--- src/rtl/tb4004_pkg.sv ---
// Shared types and sizes for the 4004 testbench-system data RAM path.
package tb4004_pkg;

  localparam int RAM_ADDR_W = 12;
  localparam int RAM_DATA_W = 4;

  typedef enum logic [1:0] {
    ARB_IDLE = 2'd0,
    ARB_OWN0 = 2'd1,
    ARB_OWN1 = 2'd2
  } arb_state_e;

  localparam logic PRIO_RR    = 1'b0;
  localparam logic PRIO_FIXED = 1'b1;

endpackage

--- src/rtl/ram_arbiter_pick.sv ---
// Combinational two-way requester pick: round-robin or fixed port-0 priority on a tie.
module ram_arb_pick
  import tb4004_pkg::*;
(
  input  logic req0_i,
  input  logic req1_i,
  input  logic rr_last_i,
  input  logic mode_i,
  output logic sel_o,
  output logic any_o
);

  always_comb begin
    any_o = req0_i | req1_i;
    sel_o = req1_i;
    if (req0_i && req1_i) begin
      sel_o = (mode_i == PRIO_FIXED) ? 1'b0 : ~rr_last_i;
    end
  end

endmodule

--- src/rtl/ram_arbiter.sv ---
// Two-port arbiter for the 4096x4 data RAM: one access per cycle, read data at latency 1,
// optional locked ownership with a bounded hold time.
module ram_arbiter
  import tb4004_pkg::*;
#(
  parameter int PRIO_MODE = 0,
  parameter int MAX_HOLD  = 16
) (
  input  logic                  clk,
  input  logic                  rst,
  input  logic                  p0Req,
  input  logic                  p0We,
  input  logic                  p0Lock,
  input  logic [RAM_ADDR_W-1:0] p0Addr,
  input  logic [RAM_DATA_W-1:0] p0WData,
  output logic                  p0Gnt,
  output logic                  p0RValid,
  output logic [RAM_DATA_W-1:0] p0RData,
  input  logic                  p1Req,
  input  logic                  p1We,
  input  logic                  p1Lock,
  input  logic [RAM_ADDR_W-1:0] p1Addr,
  input  logic [RAM_DATA_W-1:0] p1WData,
  output logic                  p1Gnt,
  output logic                  p1RValid,
  output logic [RAM_DATA_W-1:0] p1RData,
  output logic                  ramWe,
  output logic                  ramRe,
  output logic [RAM_ADDR_W-1:0] ramAddr,
  output logic [RAM_DATA_W-1:0] ramDataIn,
  input  logic [RAM_DATA_W-1:0] ramDataOut
);

  localparam int                HOLD_W    = $clog2(MAX_HOLD + 1);
  localparam logic [HOLD_W-1:0] HOLD_ONE  = HOLD_W'(1);
  localparam logic [HOLD_W-1:0] HOLD_LAST = HOLD_W'(MAX_HOLD - 1);
  localparam logic [HOLD_W-1:0] HOLD_MAX  = HOLD_W'(MAX_HOLD);

  logic [1:0]            req, we, lock;
  logic [RAM_ADDR_W-1:0] addr  [2];
  logic [RAM_DATA_W-1:0] wdata [2];

  arb_state_e            state_q, state_d;
  logic [HOLD_W-1:0]     hold_q, hold_d;
  logic                  rr_last_q, rr_last_d;
  logic                  rtag_vld_q, rtag_vld_d;
  logic                  rtag_port_q, rtag_port_d;
  logic [RAM_ADDR_W-1:0] addr_q, addr_d;
  logic [RAM_DATA_W-1:0] wdata_q, wdata_d;

  logic pick_sel, pick_any;
  logic gnt_vld, gnt_port, own_port;

  assign req      = {p1Req, p0Req};
  assign we       = {p1We, p0We};
  assign lock     = {p1Lock, p0Lock};
  assign addr[0]  = p0Addr;
  assign addr[1]  = p1Addr;
  assign wdata[0] = p0WData;
  assign wdata[1] = p1WData;

  ram_arb_pick u_pick (
    .req0_i   (p0Req),
    .req1_i   (p1Req),
    .rr_last_i(rr_last_q),
    .mode_i   (PRIO_MODE != 0),
    .sel_o    (pick_sel),
    .any_o    (pick_any)
  );

  always_comb begin
    state_d   = state_q;
    hold_d    = hold_q;
    rr_last_d = rr_last_q;
    gnt_vld   = 1'b0;
    gnt_port  = 1'b0;
    own_port  = (state_q == ARB_OWN1);
    case (state_q)
      ARB_IDLE: begin
        gnt_vld  = pick_any;
        gnt_port = pick_sel;
        if (pick_any && lock[pick_sel]) begin
          state_d = pick_sel ? ARB_OWN1 : ARB_OWN0;
          hold_d  = HOLD_ONE;
        end
      end
      ARB_OWN0, ARB_OWN1: begin
        gnt_vld  = req[own_port];
        gnt_port = own_port;
        if (hold_q != HOLD_MAX) hold_d = hold_q + 1'b1;
        // Granted-without-lock and idle-without-lock both reduce to lock==0.
        if (!lock[own_port] || (hold_q == HOLD_LAST)) begin
          state_d = ARB_IDLE;
          hold_d  = '0;
        end
      end
      default: begin
        state_d = ARB_IDLE;
        hold_d  = '0;
      end
    endcase
    if (rst) gnt_vld = 1'b0;
    if (gnt_vld) rr_last_d = gnt_port;
    rtag_vld_d  = gnt_vld && !we[gnt_port];
    rtag_port_d = gnt_port;
    addr_d      = gnt_vld ? addr[gnt_port]  : addr_q;
    wdata_d     = gnt_vld ? wdata[gnt_port] : wdata_q;
  end

  always_ff @(posedge clk) begin
    if (rst) begin
      state_q     <= ARB_IDLE;
      hold_q      <= '0;
      rr_last_q   <= 1'b1;
      rtag_vld_q  <= 1'b0;
      rtag_port_q <= 1'b0;
      addr_q      <= '0;
      wdata_q     <= '0;
    end else begin
      state_q     <= state_d;
      hold_q      <= hold_d;
      rr_last_q   <= rr_last_d;
      rtag_vld_q  <= rtag_vld_d;
      rtag_port_q <= rtag_port_d;
      addr_q      <= addr_d;
      wdata_q     <= wdata_d;
    end
  end

  assign p0Gnt     = gnt_vld && !gnt_port;
  assign p1Gnt     = gnt_vld && gnt_port;
  assign ramWe     = gnt_vld && we[gnt_port];
  assign ramRe     = gnt_vld && !we[gnt_port];
  assign ramAddr   = rst ? '0 : addr_d;
  assign ramDataIn = rst ? '0 : wdata_d;

  // Reset in the data-return cycle must suppress the already-registered valid.
  assign p0RValid = rtag_vld_q && !rtag_port_q && !rst;
  assign p1RValid = rtag_vld_q && rtag_port_q && !rst;
  assign p0RData  = p0RValid ? ramDataOut : '0;
  assign p1RData  = p1RValid ? ramDataOut : '0;

endmodule

--- config.mk ---
export PLATFORM = sky130hd
export DESIGN_NAME = ram_arbiter
export DESIGN_NICKNAME = d
export VERILOG_FILES = /design/src/rtl/tb4004_pkg.sv /design/src/rtl/ram_arbiter_pick.sv /design/src/rtl/ram_arbiter.sv
export SDC_FILE = /design/constraint.sdc
export NUM_CORES = 1
export LEC_CHECK = 0
export ABC_AREA = 1
export CAP_MARGIN = 0
export CELL_PAD_IN_SITES_DETAIL_PLACEMENT = 0
export CELL_PAD_IN_SITES_GLOBAL_PLACEMENT = 1
export CORE_UTILIZATION = 27
export DETAILED_ROUTE_END_ITERATION = 8
export GPL_ROUTABILITY_DRIVEN = 0
export GPL_TIMING_DRIVEN = 1
export PLACE_DENSITY_LB_ADDON = 0.1
export SYNTH_ARGS = -nofsm -noshare
export SYNTH_HDL_FRONTEND = slang
export SYNTH_SLANG_ARGS = --single-unit
export TNS_END_PERCENT = 30
--- constraint.sdc ---
create_clock -name clk -period 2.4 [get_ports clk]
set_input_delay 0.24 -clock clk [delete_from_list [all_inputs] [get_ports clk]]
set_output_delay 0.24 -clock clk [all_outputs]
set_load 0.01 [all_outputs]
Word-level counts from Yosys, hierarchy flattened
Index checks and enable logic that the tools add are counted.
Operators by class
  eq/ne operators: 7
  add/subtract/negate cells: 1
  bitwise logic cells: 3
  muxes and demuxes: 32
  $lt $le $gt $ge: 4
  reduce and logical (&&, ||, !) cells: 20
Operator list (count)
  2-to-1 mux 12 bit: 5
  2-to-1 mux 4 bit: 7
  2-to-1 mux 5 bit: 3
  logical AND 1 bit: 10
  2-to-1 mux 1 bit: 10
  one-hot mux 5 bit (2 select lines): 1
  less-than comparator 1 x 2 -> 1 bit (second input constant): 3
  2-to-1 mux 2 bit: 3
  adder 5 x 1 -> 5 bit (second input constant): 1
  == test 5 x 4 -> 1 bit (second input constant): 1
  zero test 1 bit: 5
  inequality test 5 bit (second input constant): 1
  inequality test 2 bit (second input constant): 2
  one-hot mux 1 bit (2 select lines): 2
  one-hot mux 2 bit (2 select lines): 1
  AND reduction 2 bit: 2
  inequality test 3 bit (second input constant): 1
  == test 2 x 1 -> 1 bit (second input constant): 1
  == test 2 bit (second input constant): 1
  >= comparator 2 bit (second input constant): 1
  zero test 2 bit: 1
  inverter 1 -> 2 bit: 1
  OR reduction 2 bit: 1
  logical OR 1 bit: 1
  other kinds (2): 2
Word-level totals
  output and inout port bits: 30
  logic and storage cells: 74
  input port bits: 44
  register bits: 26

Longest topological paths before layout
  depth after elaboration: 9
  depth in mapped cells: 13

Hierarchy
A second synthesis with hierarchy kept.
Second synthesis, totals
  cell total of the unflattened synthesis: 249
  area, all modules: 1571.5 µm²
Modules (own cells, without submodules)
  ram_arbiter: seq. area each 520.5 µm², times used 1, cells an instance 242, area an instance 1535.2 µm²
  ram_arb_pick: seq. area each 0.0 µm², times used 1, cells an instance 7, area an instance 36.3 µm²

Least setup slack after synthesis
OpenSTA, ideal clock, no wires.
  kind: register to output
  start: register state_q[1]
  end: output ramAddr[10]
  setup slack: 577 ps
  data arrival time: 1583 ps
  required time: 2160 ps
  buffers on the path: 1
  cell stages (with the launch flop): 10
  path through: dfxtp_1 > inv_1 > ha_1 > inv_1 > nor2_1 > nand3b_1 > a21oi_4 > buf_6 > nand2_1 > a21oi_1
On the way
  longest elaborated chain between the ends: 9
  elaborated cells on any way between the ends: 15
RTL lines
  start: declaration: line ram_arbiter.sv:43  | arb_state_e state_q, state_d;
  start signal: assignment: line ram_arbiter.sv:120  | state_q <= state_d;
  == test 2 bit or == test 2 x 1 -> 1 bit (tied branches): line ram_arbiter.sv:77, ram_arbiter.sv:78
  OR reduction 2 bit: line ram_arbiter.sv:78  | case (state_q)
  one-hot mux 1 bit (2 select lines): line ram_arbiter.sv:78
  inverter 1 -> 2 bit (not written as such): line ram_arbiter.sv:106  | addr_d = gnt_vld ? addr[gnt_port] : addr_q;
  2-to-1 mux 12 bit (not written as such) (3 in a row): line ram_arbiter.sv:106
  2-to-1 mux 12 bit *: line ram_arbiter.sv:106
  2-to-1 mux 12 bit *
  end: declaration: line ram_arbiter.sv:29  | output logic [RAM_ADDR_W-1:0] ramAddr,
Mark *: on every way between the ends. The rest lies on a longest branch, timed or not. The select of a mux whose other input is x is not followed.

Worst setup path in the final report
  start: register state_q[1]
  end: output ramDataIn[3]
On the way
  longest elaborated chain between the ends: 9
  elaborated cells on any way between the ends: 15
RTL lines
  == test 2 bit or == test 2 x 1 -> 1 bit (tied branches): line ram_arbiter.sv:77, ram_arbiter.sv:78
  OR reduction 2 bit: line ram_arbiter.sv:78
  one-hot mux 1 bit (2 select lines): line ram_arbiter.sv:78
  inverter 1 -> 2 bit (not written as such): line ram_arbiter.sv:107  | wdata_d = gnt_vld ? wdata[gnt_port] : wdata_q;
  2-to-1 mux 4 bit (not written as such) (3 in a row): line ram_arbiter.sv:107
  2-to-1 mux 4 bit *: line ram_arbiter.sv:107
  2-to-1 mux 4 bit *
  end: declaration: line ram_arbiter.sv:30  | output logic [RAM_DATA_W-1:0] ramDataIn,
Marked as above.

==> impl_metrics.csv <==
group,metric,value,unit
synth,seq_area_frac_synth,33.1,%
critical_path,crit_start,"state_q[1]",
global_routing,grtUsageTotal,15.5,%
clock_network,clk_latency,270,ps
synth,yosysTopAreaCell,"dfxtp_1",
floorplanning,io_pins,74,
run,drv_cap,0,
critical_path,critPathRequiredTime,2160,ps
synth,synth-warning-count,0,
final_layout,syn_to_final_growth,61.8,%
clock_network,cts_max_level,1,
timing,fmax,0.434,GHz
synth,yosys_most_used_dff,"dfxtp_1",
placed_design,dpl_cell_area,2540,um^2
timing,setup_violations,0,
final_layout,mostFrequentLayoutCells,"nand2_1 (98), clkdlybuf4s50_1 (53), nor2_1 (33), inv_1 (28), nand3_1 (27)",
clock_network,numCtsBuffers,3,
floorplanning,row_count,27,
floorplanning,core,5540,um^2
synth,syn_avg_cell_area,6.11,um^2
global_routing,grt_max_degree,20,
drt,drtPass1Iterations,4,
global_routing,grt-ovfl-total,0,
synth,ys_seq_elements,26,
critical_path,worstSetupPathType,"reg -> out",
drt,wl,4.59,mm
drt,routedWlPerCell,10.9,um
critical_path,worst_ep_arrival_time,2060,ps
critical_path,r2r_end,"hold_q[4]",
floorplanning,die-area,6120,um^2
clock_network,clockBufferDepth,2,
pwr,power_density,945,nW/um^2
timing,slew_viol_final,0,
critical_path,cp-end-kind,"output pin",
timing,post-route-period-util,96.0,%
critical_path,reg2reg_depth,12,
synth,syn_inst,257,
synth,async_reset_ff_share,0,%
drt,drtAntennaViolNets,0,
pwr,peakVddDrop,0.338,mV
final_layout,nets,398,
timing,rsz0062_at_grt,"true",
timing,clock-skew-final,4.47,ps
clock_network,clock_sinks,26,
critical_path,cp-endpoint,"ramDataIn[3]",
final_layout,antenna_cells,0,
final_layout,layout-drive-gt1-share,16.7,%
timing,tightestPinTransition,329,ps
synth,syn_nets,307,
drt,viasPerCell,4.32,
floorplanning,chipHeight,78.3,um
timing,finalCriticalPeriod,2300,ps
final_layout,final_common_cell,"nand2_1",
synth,netlist.area_leader.share,33.1,%
critical_path,startpoint_type,"register",
global_routing,first_global_vias,1734,
run_status,status,"complete, no violations",
final_layout,post-route-cell-area,2540,um^2
clock_network,postCtsHoldBufs,0,
floorplanning,die_x,78.3,um
timing,hold_viol,0,
pwr,p_leak,1.21,nW
critical_path,rr_startpoint,"hold_q[1]",
clock_network,clkSlewWorstSetupHoldPaths,90,ps
critical_path,path_max_fanout,16,
synth,synth_area,1570,um^2
global_routing,antenna_found_initial,0,
clock_network,clock-root-buffer,"clkbuf_8",
floorplanning,start_util,28.3,%
synth,synth_edf_count,0,
global_routing,grt_pass1_wl,7.60,mm
critical_path,r2r_setup_slack,490,ps
synth,synth_cell_types,20,
drt,remaining_drc_errors,0,
clock_network,cts_tree,"yes",
drt,vias,1812,
timing,max_slew_margin,78.1,%
placed_design,place_hpwl,3.64,mm
min_path,hold_path.class,"reg -> reg",
drt,dr.first_iter.drc_count,23,
synth,synth_area_leaders,"dfxtp_1 (33%), nand2_1 (24%), nand3_1 (8.6%)",
placed_design,portBuffers,73,
final_layout,final_util,45.9,%
## timing repair
item / 4_1_cts / 5_1_grt
pin swaps: 0 / 1
endpoints found under the setup margin: 20 / 19
setup buffers: 0 / 0
hold endpoints to repair: 0 / 0
gates resized for setup: 25 / 39
## area by class of cell
cell class,count,area [um^2]
fillers,628,3000
multi-input cells,195,925
clock buffers,4,55.1
repair buffers,94,843
flip-flops and latches,26,523
well taps,72,90.1
inverters,28,105
## Yosys cell counts (2+ instances only)
cell type,n
nand2_1,99
nor2_1,33
inv_1,28
nand3_1,27
dfxtp_1,26
a21oi_1,16
ha_1,6
buf_2,3
clkbuf_1,3
nand4_1,3
buf_6,2
nor2_2,2
nor3_1,2
## state kept, by name (all words and copies together), names as in the netlist
signal / count
wdata_q: 4
rr_last_q: 1
rtag_port_q: 1
rtag_vld_q: 1
hold_q: 5
state_q: 2
addr_q: 12
## kinds of logic (layout without fill, tap and decap cells)
| family | Yosys count | in the layout | share of synthesized area, % |
|---|---|---|---|
| AND/OR/NAND/NOR | 170 | 170 | 45.0 |
| buffers and inverters | 36 | 126 | 9.80 |
| flip-flops | 26 | 26 | 33.1 |
| AO/OA/AOI/OAI | 18 | 18 | 6.69 |
| adder cells (fa/ha/maj) | 6 | 6 | 4.78 |
| XOR/XNOR | 1 | 1 | 0.558 |
## worst min path at each step
stage               depth (start not counted)  slack [ps]      start         to
finish                                      2         470  addr_q[8]  addr_q[8]
global route                                2         490  addr_q[7]  addr_q[7]
CTS                                         2         470  addr_q[8]  addr_q[8]
detailed placement                          2         460  addr_q[8]  addr_q[8]
global placement                            2         460  addr_q[7]  addr_q[7]
floorplan                                   2         430        rst  rr_last_q
## layer usage
| metal | global-route usage (%) | share of wire (%) | vias up |
|---|---|---|---|
| met5 | 0 | 0 | - |
| met4 | 2.78 | 0.52 | 0 |
| met3 | 5.47 | 7.7 | 2 |
| met2 | 26.3 | 45 | 52 |
| met1 | 18.9 | 46 | 783 |
| li1 | - | - | 975 |
## where the power goes
part,switching [W],internal (W)
clock network,0.000139,0.000147
registers,0.0000518,0.000555
logic,0.000830,0.000679
## through the flow
stage	setup TNS, ps	cells	hold WS (ps)	setup WS [ps]	power, W
2_1_floorplan	0	257	431	577	0.00150
3_3_place_gp	-648	415	456	-71.3	0.00221
3_5_place_dp	-1200	415	457	-116	0.00220
4_1_cts	0	419	471	0.0351	0.00244
5_1_grt	-103	419	486	-75.3	0.00264
6_report	0	419	471	95.4	0.00240
## critical path, cell delays in order (launching register included)
cell and delay, ps:
dfxtp_2 370, inv_1 60, ha_1 300, inv_1 40, nor2_1 80, nand3b_1 140, a21oi_4 170, buf_12 150
nand2_1 50, a21oi_1 150, clkdlybuf4s15_1 270
(Power assumes the default switching activity.)
